`src/rtl/stop_frame_checker_sat_counter.sv`:
```
// Saturating up-counter with synchronous clear (clear beats increment).
// Shared by the stop-error and parity-error status counters.
module sat_counter #(
   parameter int WIDTH = 8
) (
   input  logic             clk,
   input  logic             rst,
   input  logic             inc,
   input  logic             clr,
   output logic [WIDTH-1:0] count
);

   always_ff @(posedge clk or posedge rst) begin
      if (rst) begin
         count <= '0;
      end else if (clr) begin
         count <= '0;
      end else if (inc && (count != '1)) begin
         count <= count + WIDTH'(1);
      end
   end

endmodule

```
`config.mk`:
```
export PLATFORM = sky130hd
export DESIGN_NAME = sat_counter
export DESIGN_NICKNAME = d
export VERILOG_FILES = /design/src/rtl/stop_frame_checker_sat_counter.sv
export SDC_FILE = /design/constraint.sdc
export NUM_CORES = 1
export LEC_CHECK = 0
export BUFFER_PORTS_ARGS = -buffer_cell sky130_fd_sc_hd__buf_2
export CAP_MARGIN = 0
export CORE_AREA = 2 2 39 41
export DETAILED_ROUTE_END_ITERATION = 16
export DIE_AREA = 0 0 41 43
export SYNTH_ARGS = -nofsm -noshare
export SYNTH_HDL_FRONTEND = slang
export SYNTH_SLANG_ARGS = --single-unit
```
`constraint.sdc`:
```
create_clock -name clk -period 4 [get_ports clk]
set_input_delay 0.6 -clock clk [delete_from_list [all_inputs] [get_ports clk]]
set_output_delay 0.6 -clock clk [all_outputs]
set_load 0.03 [all_outputs]
```
==> results of run 1 <==
where the power goes:
part	internal, mW	switching [mW]	total, mW
Combinational	0.00692	0.0119	0.0188
Clock	0.0343	0.0267	0.0610
Sequential	0.0830	0.00218	0.0852
placed cells by master, fill, tap and decap left out:
master,count
nor2_1,4
inv_1,2
clkbuf_4,3
nand3_1,2
ha_1,1
nor3_1,1
and2b_1,1
o311a_1,1
and4_1,1
nor2b_1,4
dfrtp_1,8
nand2b_1,1
nand4b_1,1
a21oi_2,2
mux2i_1,1
nand4_1,2
o21bai_1,1
buf_2,11
mux2_4,4
o211a_1,1
a211oi_2,1
a21boi_2,1
nand2_1,4
a21oi_1,2
and3_1,1
layout make-up:
cell class / count / area, µm²
clock buffers: 3 / 22.5
inverters: 2 / 7.51
flip-flops and latches: 8 / 200
multi-input cells: 37 / 282
fillers: 143 / 797
repair buffers: 11 / 55.1
well taps: 16 / 20.0
final timing paths:
kind                                from       end  slack, ps
worst max-delay path            count[0]  count[5]       2370
worst min register to register  count[1]  count[1]        580
worst max register to register  count[0]  count[5]       2370
worst min-delay path                 rst  count[3]        280
min in group clk                count[1]  count[1]        580
max in group asynchronous            rst  count[6]       3470
routing by layer:
layer | GRT usage | routed length [µm]
met1 | 0.171 | 436
met2 | 0.191 | 463
met3 | 0.0942 | 55
met4 | 0.0600 | 0
met5 | 0 | 0
kinds of logic after synthesis:
logic type / count (synthesis) / share of synthesized area
multiplexers: 5 / 0.139
flip-flops: 8 / 0.397
AND/OR/NAND/NOR: 22 / 0.238
AO/OA/AOI/OAI: 9 / 0.156
adder cells (fa/ha/maj): 1 / 0.0248
buffers and inverters: 4 / 0.0447
through the flow:
step | utilization | cells
detailed placement | 0.408 | 74
CTS | 0.424 | 77
global placement | 0.408 | 74
finish | 0.424 | 77
global route | 0.424 | 77
floorplan | - | 49
==> results.txt, run 1 <==
Status: completed
Slew Viols, Final: 0
Pre-CTS WS: 2350 ps
Core area: 0.00138 mm²
Syn Std Cell Area: 504 µm²
Reg2reg path depth: 4
Ys async rst share: 1.00
Cell accounting for the most synthesized area: dfrtp_1
DR iter-0 viols: 3
# setup viols final: 0
Clk_lat worst skew: 260 ps
Ports: 12
Via Count: 394
CP max-delay cell: dfrtp_1
CP Data Arrival Time: 1770 ps
DRT Pass-1 Iters: 4
RD Place Congestion: 0.852
Setup TNS: 0 ps
Cell depth of the worst setup path: 4
Synth Area per Inst: 10.3 µm²
# DRC: 0
First-pass GRT wire length: 1590 µm
Register area share after synthesis: 0.397
CP Capture Type: register
EDFF count, synth: 0
Critical path cell sequence: ha_1, and3_1, a211oi_2, mux2_4
H-tree depth: 1
GRT Total Usage: 0.142
Crit path buf inv count: 0
Largest registers: count x8
Die area: 0.00176 mm²
Count of different cell masters after synthesis: 25
Antenna fix cells: 0
Worst slew pin tran: 314 ps
DRT antenna net count: 0
Crit-path max cell delay: 410 ps
Post-CTS resize count: 0
Hold_buf cts: 0
#FFs+latches synth: 8
Fraction of layout cells with a size suffix above 1: 0.361
Most common cell in the synthesized netlist: dfrtp_1
Initial cell density of the core: 0.364
Setup Buffers After CTS: 0
CP required: 4140 ps
Area delta synth->final: 16.4%
Max IR drop VDD: 0.225 mV
Die H: 43 µm
Crit path max-delay family: flip-flops
Clk pin slew, worst setup/hold paths: 60 ps
Finished Cell Area: 587 µm²
IO Port Bufs: 11
Syn_nets: 54
Vias in the first global route: 351
Pin count of the biggest net entering global routing: 11
Bufs on Longest Clock Path: 2
Leak: 0.302 nW
Initial antenna violation count: 0
Synth area leaders: dfrtp_1 (40%), mux2_4 (12%), nor2b_1 (5.0%)
Final #Nets: 68
PwrDens: 281 mW/mm²
Slew headroom: 0.790
Synthesis Warnings: 0
Root Buffer: clkbuf_4
Number of flip-flops under the largest register name: 8
Avg WL per Cell: 12.4 µm
Top-area cell type share of the netlist area: 0.397
Final min period: 1630 ps
Max-Cap Viols: 0
Fmax: 615 MHz
Kind of critical path: register to register
Routed vias/inst: 5.12
Hold Slack: 279 ps
CP startpoint kind: register
GRT Residual Overflow: 0
CTS tree: done
Clk sink count: 8
Hold crit path type: input pin to asynchronous set/reset pin
Final hold vios: 0
Worst Path Max Fanout: 5
Gate count after technology mapping: 49
Final WS setup: 2370 ps
Clock skew: 9.32 ps
Final Cycle Share: 0.407
Total Wirelength: 955 µm
Top cells by count, synth: dfrtp_1 (8), mux2_4 (4), nand2_1 (4), nor2_1 (4), nor2b_1 (4)
Top_reg_cell synth: dfrtp_1
Reg with most FFs: count
Die X-Extent: 41 µm
CTS Buf Count: 3
DP Wirelength: 729 µm
Placed cell area: 564 µm²
RSZ-0062 raised after global routing: no
# rows: 14
PnR Total Power: 165 µW
Note: power is estimated with default switching activity, not from simulation.
==> run 2, diff against run 1 <==
==> constraint.sdc (replaced) <==
create_clock -name clk -period 1.45 [get_ports clk]
set_input_delay 0.2175 -clock clk [delete_from_list [all_inputs] [get_ports clk]]
set_output_delay 0.2175 -clock clk [all_outputs]
set_load 0.03 [all_outputs]
==> results.txt, run 2 (synthesis results as in run 1) <==
GRT Residual Overflow: 0 (unchanged)
Commonest non-fill, non-tap cell in the layout: buf_2 (unchanged)
Die H: 43 µm (unchanged)
Worst Hold Depth: 2
# rows: 14 (unchanged)
Via Count: 429 (was 394)
CTS Buf Count: 3 (unchanged)
Worst Setup SP: count[0] (unchanged)
Crit path max-delay family: flip-flops (unchanged)
Avg WL per Cell: 13.0 µm (was 12.4 µm)
Busiest grt layer: met2 (unchanged)
CP Data Arrival Time: 1580 ps (was 1770 ps)
Max IR drop VDD: 0.350 mV (was 0.225 mV)
Fmax: 697 MHz (was 615 MHz)
Final Cycle Share: 0.989 (was 0.407)
Worst slew pin tran: 335 ps (was 314 ps)
IO Port Bufs: 11 (unchanged)
Total Wirelength: 1130 µm (was 955 µm)
Area delta synth->final: 35.7% (was 16.4%)
Commonest non-fill, non-tap cells in the layout: buf_2 (11), buf_4 (8), dfrtp_2 (5) (was buf_2 (11), dfrtp_1 (8))
Clock skew: 11.0 ps (was 9.32 ps)
CP required: 1600 ps (was 4140 ps)
Finished Cell Area: 684 µm² (was 587 µm²)
Fraction of layout cells with a size suffix above 1: 0.521 (was 0.361)
Clk sink count: 8 (unchanged)
Crit path buf inv count: 0 (unchanged)
Reg2reg start: count[0] (unchanged)
Post-CTS resize count: 0 (unchanged)
Reg2reg path depth: 4 (unchanged)
Clk_lat worst skew: 260 ps (about the same)
Initial antenna violation count: 0 (unchanged)
Final non-filler cell total: 87 (was 77)
Vias in the first global route: 415 (was 351)
PwrDens: 724 mW/mm² (was 281 mW/mm²)
DRT Pass-1 Iters: 2 (was 4)
Largest registers: count x8 (unchanged)
Ports: 12 (unchanged)
Crit-path max cell delay: 440 ps (was 410 ps)
CP Capture Type: register (unchanged)
Placed cell area: 641 µm² (was 564 µm²)
DP Wirelength: 844 µm (was 729 µm)
Final hold vios: 0 (unchanged)
R2R setup slack: 20 ps (was 2370 ps)
Routed vias/inst: 4.93 (was 5.12)
M2 GR Usage: 0.244 (was 0.191)
Met1 usage: 0.164 (was 0.171)
Final min period: 1430 ps (was 1630 ps)
Antenna fix cells: 0 (unchanged)
Cell depth of the worst setup path: 4 (unchanged)
# DRC: 0 (unchanged)
RD Place Congestion: 0.795 (was 0.852)
DRT antenna net count: 0 (unchanged)
Slew Viols, Final: 0 (unchanged)
Leak: 0.339 nW (was 0.302 nW)
Core area: 0.00138 mm² (unchanged)
Die area: 0.00176 mm² (unchanged)
CP startpoint kind: register (unchanged)
Placed cell count: 81 (was 74)
Slew headroom: 0.776 (was 0.790)
Final #Nets: 77 (was 68)
CTS tree: done (unchanged)
Max-Cap Viols: 0 (unchanged)
DR iter-0 viols: 9 (was 3)
Final WS setup: 16.0 ps (was 2370 ps)
Number of flip-flops under the largest register name: 8 (unchanged)
Setup TNS: 0 ps (unchanged)
Die X-Extent: 41 µm (unchanged)
Reg with most FFs: count (unchanged)
GRT Total Usage: 0.154 (was 0.142)
Pin count of the biggest net entering global routing: 11 (unchanged)
Initial cell density of the core: 0.364 (unchanged)
H-tree depth: 1 (unchanged)
First-pass GRT wire length: 1730 µm (was 1590 µm)
Bufs on Longest Clock Path: 2 (unchanged)
# setup viols final: 0 (unchanged)
Root Buffer: clkbuf_4 (unchanged)
Status: completed (unchanged)
Routing usage on met3: 0.0471 (was 0.0942)
RSZ-0062 raised after global routing: yes (was no)
Reg-to-reg endpoint: count[5] (unchanged)
Final Util: 0.495 (was 0.424)
Worst Path Max Fanout: 5 (unchanged)
Kind of critical path: register to register (unchanged)
CP endpoint: count[5] (unchanged)
CP max-delay cell: dfrtp_2 (was dfrtp_1)
Critical path cell sequence: ha_4, and3_4, a211oi_2, mux2_4 (was ha_1, and3_1, a211oi_2, mux2_4)
Pre-CTS WS: 27.5 ps (was 2350 ps)
Clk pin slew, worst setup/hold paths: 70 ps (was 60 ps)
Hold crit path type: input pin to register (was input pin to asynchronous set/reset pin)
==> run 2: cell count changes in the layout (fill, tap and decap cells not counted), sizes merged <==
cell | previous run | this run
buf | 11 | 19
clkbuf | 3 | 4
dlygate4sd3 | 0 | 1
==> run 2: area by class of cell <==
type                    instances  area, µm²
multi-input cells              37        299
flip-flops and latches          8        206
clock buffers                   4       26.3
repair buffers                 20        125
well taps                      16       20.0
fillers                       130        699
inverters                       2       7.51
==> run 2: power by group <==
part | total, mW | internal, mW | switching, mW
registers | 0.237 | 0.230 | 0.00780
logic | 0.0645 | 0.0286 | 0.0359
clock network | 0.193 | 0.106 | 0.0876
==> run 2: how the worst min path moves through the flow <==
stage / start / end
global placement: rst / count[6]
finish: clr / count[2]
detailed placement: rst / count[7]
CTS: clr / count[2]
floorplan: rst / count[2]
global route: clr / count[2]
==> run 2: metrics by stage <==
| stage | hold WS (ps) | total power, mW |
|---|---|---|
| floorplan | 32.8 | 0.280 |
| finish | 254 | 0.495 |
| CTS | 256 | 0.497 |
| global placement | 188 | 0.300 |
| global route | 289 | 0.525 |
| detailed placement | 184 | 0.301 |
==> run 2: worst reg2reg max path, cell delays in order (launching register included) <==
cell and delay, ps:
dfrtp_2 440, ha_4 170, and3_4 190, a211oi_2 210, mux2_4 310
==> run 2: what timing repair did <==
item | 4_1_cts | 5_1_grt
endpoints found under the setup margin | 0 | 1
hold buffers | 1 | 0
endpoints found under the hold margin | 8 | 0
buffers inserted | 0 | 1
==> run 2: metal layers <==
layer / share of wire / wire (µm)
met3: 0.033 / 37
met5: 0 / 0
met1: 0.46 / 517
met4: 0.0079 / 9
met2: 0.50 / 569
==> run 3, diff against run 2 <==
==> constraint.sdc (replaced) <==
create_clock -name clk -period 1.45 [get_ports clk]
set_input_delay 0.2175 -clock clk [delete_from_list [all_inputs] [get_ports clk]]
set_output_delay 0.2175 -clock clk [all_outputs]
set_load 0.01 [all_outputs]
==> results.txt, run 3 (synthesis results as in run 1) <==
CP Capture Type: register (unchanged)
CP Data Arrival Time: 1570 ps (was 1580 ps)
RSZ-0062 raised after global routing: yes (unchanged)
First-pass GRT wire length: 1550 µm (was 1730 µm)
RD Place Congestion: 0.793 (was 0.795)
DR iter-0 viols: 6 (was 9)
Antenna fix cells: 0 (unchanged)
Die X-Extent: 41 µm (unchanged)
Clock skew: 9.19 ps (was 11.0 ps)
Root Buffer: clkbuf_4 (unchanged)
DP Wirelength: 807 µm (was 844 µm)
GRT Total Usage: 0.134 (was 0.154)
Worst Path Max Fanout: 3 (was 5)
Clk sink count: 8 (unchanged)
PnR Total Power: 466 µW (was 495 µW)
Final Cycle Share: 0.981 (was 0.989)
Avg WL per Cell: 12.4 µm (was 13.0 µm)
Seq. cell area: 200 µm² (was 206 µm²)
IO Port Bufs: 11 (unchanged)
Fmax: 703 MHz (was 697 MHz)
Clk_lat worst skew: 260 ps (about the same)
Max-Cap Viols: 0 (unchanged)
Pin count of the biggest net entering global routing: 11 (unchanged)
Commonest non-fill, non-tap cell in the layout: buf_2 (unchanged)
Initial antenna violation count: 0 (unchanged)
# setup viols final: 0 (unchanged)
Total Wirelength: 1070 µm (was 1130 µm)
Initial cell density of the core: 0.364 (unchanged)
Max IR drop VDD: 0.288 mV (was 0.350 mV)
CP required: 1600 ps (about the same)
Bufs on Longest Clock Path: 2 (unchanged)
Slew headroom: 0.778 (was 0.776)
Crit path max-delay family: flip-flops (unchanged)
GRT Residual Overflow: 0 (unchanged)
Status: completed (unchanged)
Crit path buf inv count: 0 (unchanged)
Final WS setup: 28.1 ps (was 16.0 ps)
# rows: 14 (unchanged)
Critical path cell sequence: ha_2, and3_4, a211oi_4, mux2_4 (was ha_4, and3_4, a211oi_2, mux2_4)
Die area: 0.00176 mm² (unchanged)
Core area: 0.00138 mm² (unchanged)
Area delta synth->final: 33.5% (was 35.7%)
Slew Viols, Final: 0 (unchanged)
Finished Cell Area: 673 µm² (was 684 µm²)
Worst slew pin tran: 333 ps (was 335 ps)
CP max-delay cell: dfrtp_1 (was dfrtp_2)
Routed vias/inst: 5.12 (was 4.93)
Fraction of layout cells with a size suffix above 1: 0.471 (was 0.521)
CTS tree: done (unchanged)
DRT antenna net count: 0 (unchanged)
Final min period: 1420 ps (was 1430 ps)
Kind of critical path: register to register (unchanged)
Largest registers: count x8 (unchanged)
Area occupied by multi-input gates: 298 µm² (was 299 µm²)
PwrDens: 692 mW/mm² (was 724 mW/mm²)
Die H: 43 µm (unchanged)
H-tree depth: 1 (unchanged)
Via Count: 440 (was 429)
Reg with most FFs: count (unchanged)
Hold crit path type: input pin to register (unchanged)
Crit-path max cell delay: 410 ps (was 440 ps)
# DRC: 0 (unchanged)
Fill count: 147 (was 130)
Final #Nets: 77 (unchanged)
Vias in the first global route: 357 (was 415)
Placed cell area: 632 µm² (was 641 µm²)
CP startpoint kind: register (unchanged)
Commonest non-fill, non-tap cells in the layout: buf_2 (11), dfrtp_1 (8), buf_4 (8) (was buf_2 (11), buf_4 (8), dfrtp_2 (5))
Ports: 12 (unchanged)
CTS Buf Count: 3 (unchanged)
Leak: 0.347 nW (was 0.339 nW)
Clk pin slew, worst setup/hold paths: 60 ps (was 70 ps)
Final hold vios: 0 (unchanged)
Pre-CTS WS: 29.8 ps (was 27.5 ps)
DRT Pass-1 Iters: 4 (was 2)
Number of flip-flops under the largest register name: 8 (unchanged)
run 3: timing repair:
item | 4_1_cts | 5_1_grt
hold buffers | 1 | 0
endpoints found under the hold margin | 8 | 0
setup endpoints to repair | 0 | 2
resized for setup | 0 | 2
buffers inserted | 0 | 0
run 3: path summary, 6_finish.rpt:
path | start | to | slack [ps] | cells after the start
setup / recovery | count[0] | count[5] | 30 | 4
max in group asynchronous | rst | count[6] | 750 | 3
setup reg to reg | count[0] | count[5] | 30 | 4
hold reg to reg | count[6] | count[6] | 670 | 2
hold / removal | clr | count[2] | 280 | 2
min in group asynchronous | rst | count[0] | 450 | 3
run 3: cell type report:
type,instances,area share
multi-input combinational,37,0.442
sequential,8,0.297
timing repair buffer,20,0.186
clock buffer,3,0.0335
tap,16,0.0297
inverter,2,0.0112
run 3: routing by layer:
layer / routed length (µm) / track usage
met1: 500 / 0.166
met2: 510 / 0.191
met3: 56 / 0.0785
met4: 0 / 0.0400
met5: 0 / 0
run 3: per-stage QoR:
stage | utilization | hold slack [ps] | instances | TNS [ps]
floorplan | - | 33.2 | 49 | -12.3
global placement | 0.457 | 187 | 82 | 0
detailed placement | 0.457 | 187 | 82 | 0
CTS | 0.480 | 269 | 86 | 0
global route | 0.486 | 297 | 86 | -19.9
finish | 0.486 | 282 | 86 | 0
run 3: worst reg2reg max path, stage by stage, from the launching register on:
cell      delay, ps
dfrtp_1         410
ha_2            190
and3_4          200
a211oi_4        200
mux2_4          310
run 3: report_power, final:
group          internal (mW)  switching (mW)  total, mW
clock                 0.0950          0.0794      0.174
combinational         0.0286          0.0287     0.0573
sequential             0.229         0.00504      0.234
total                  0.352           0.113      0.466
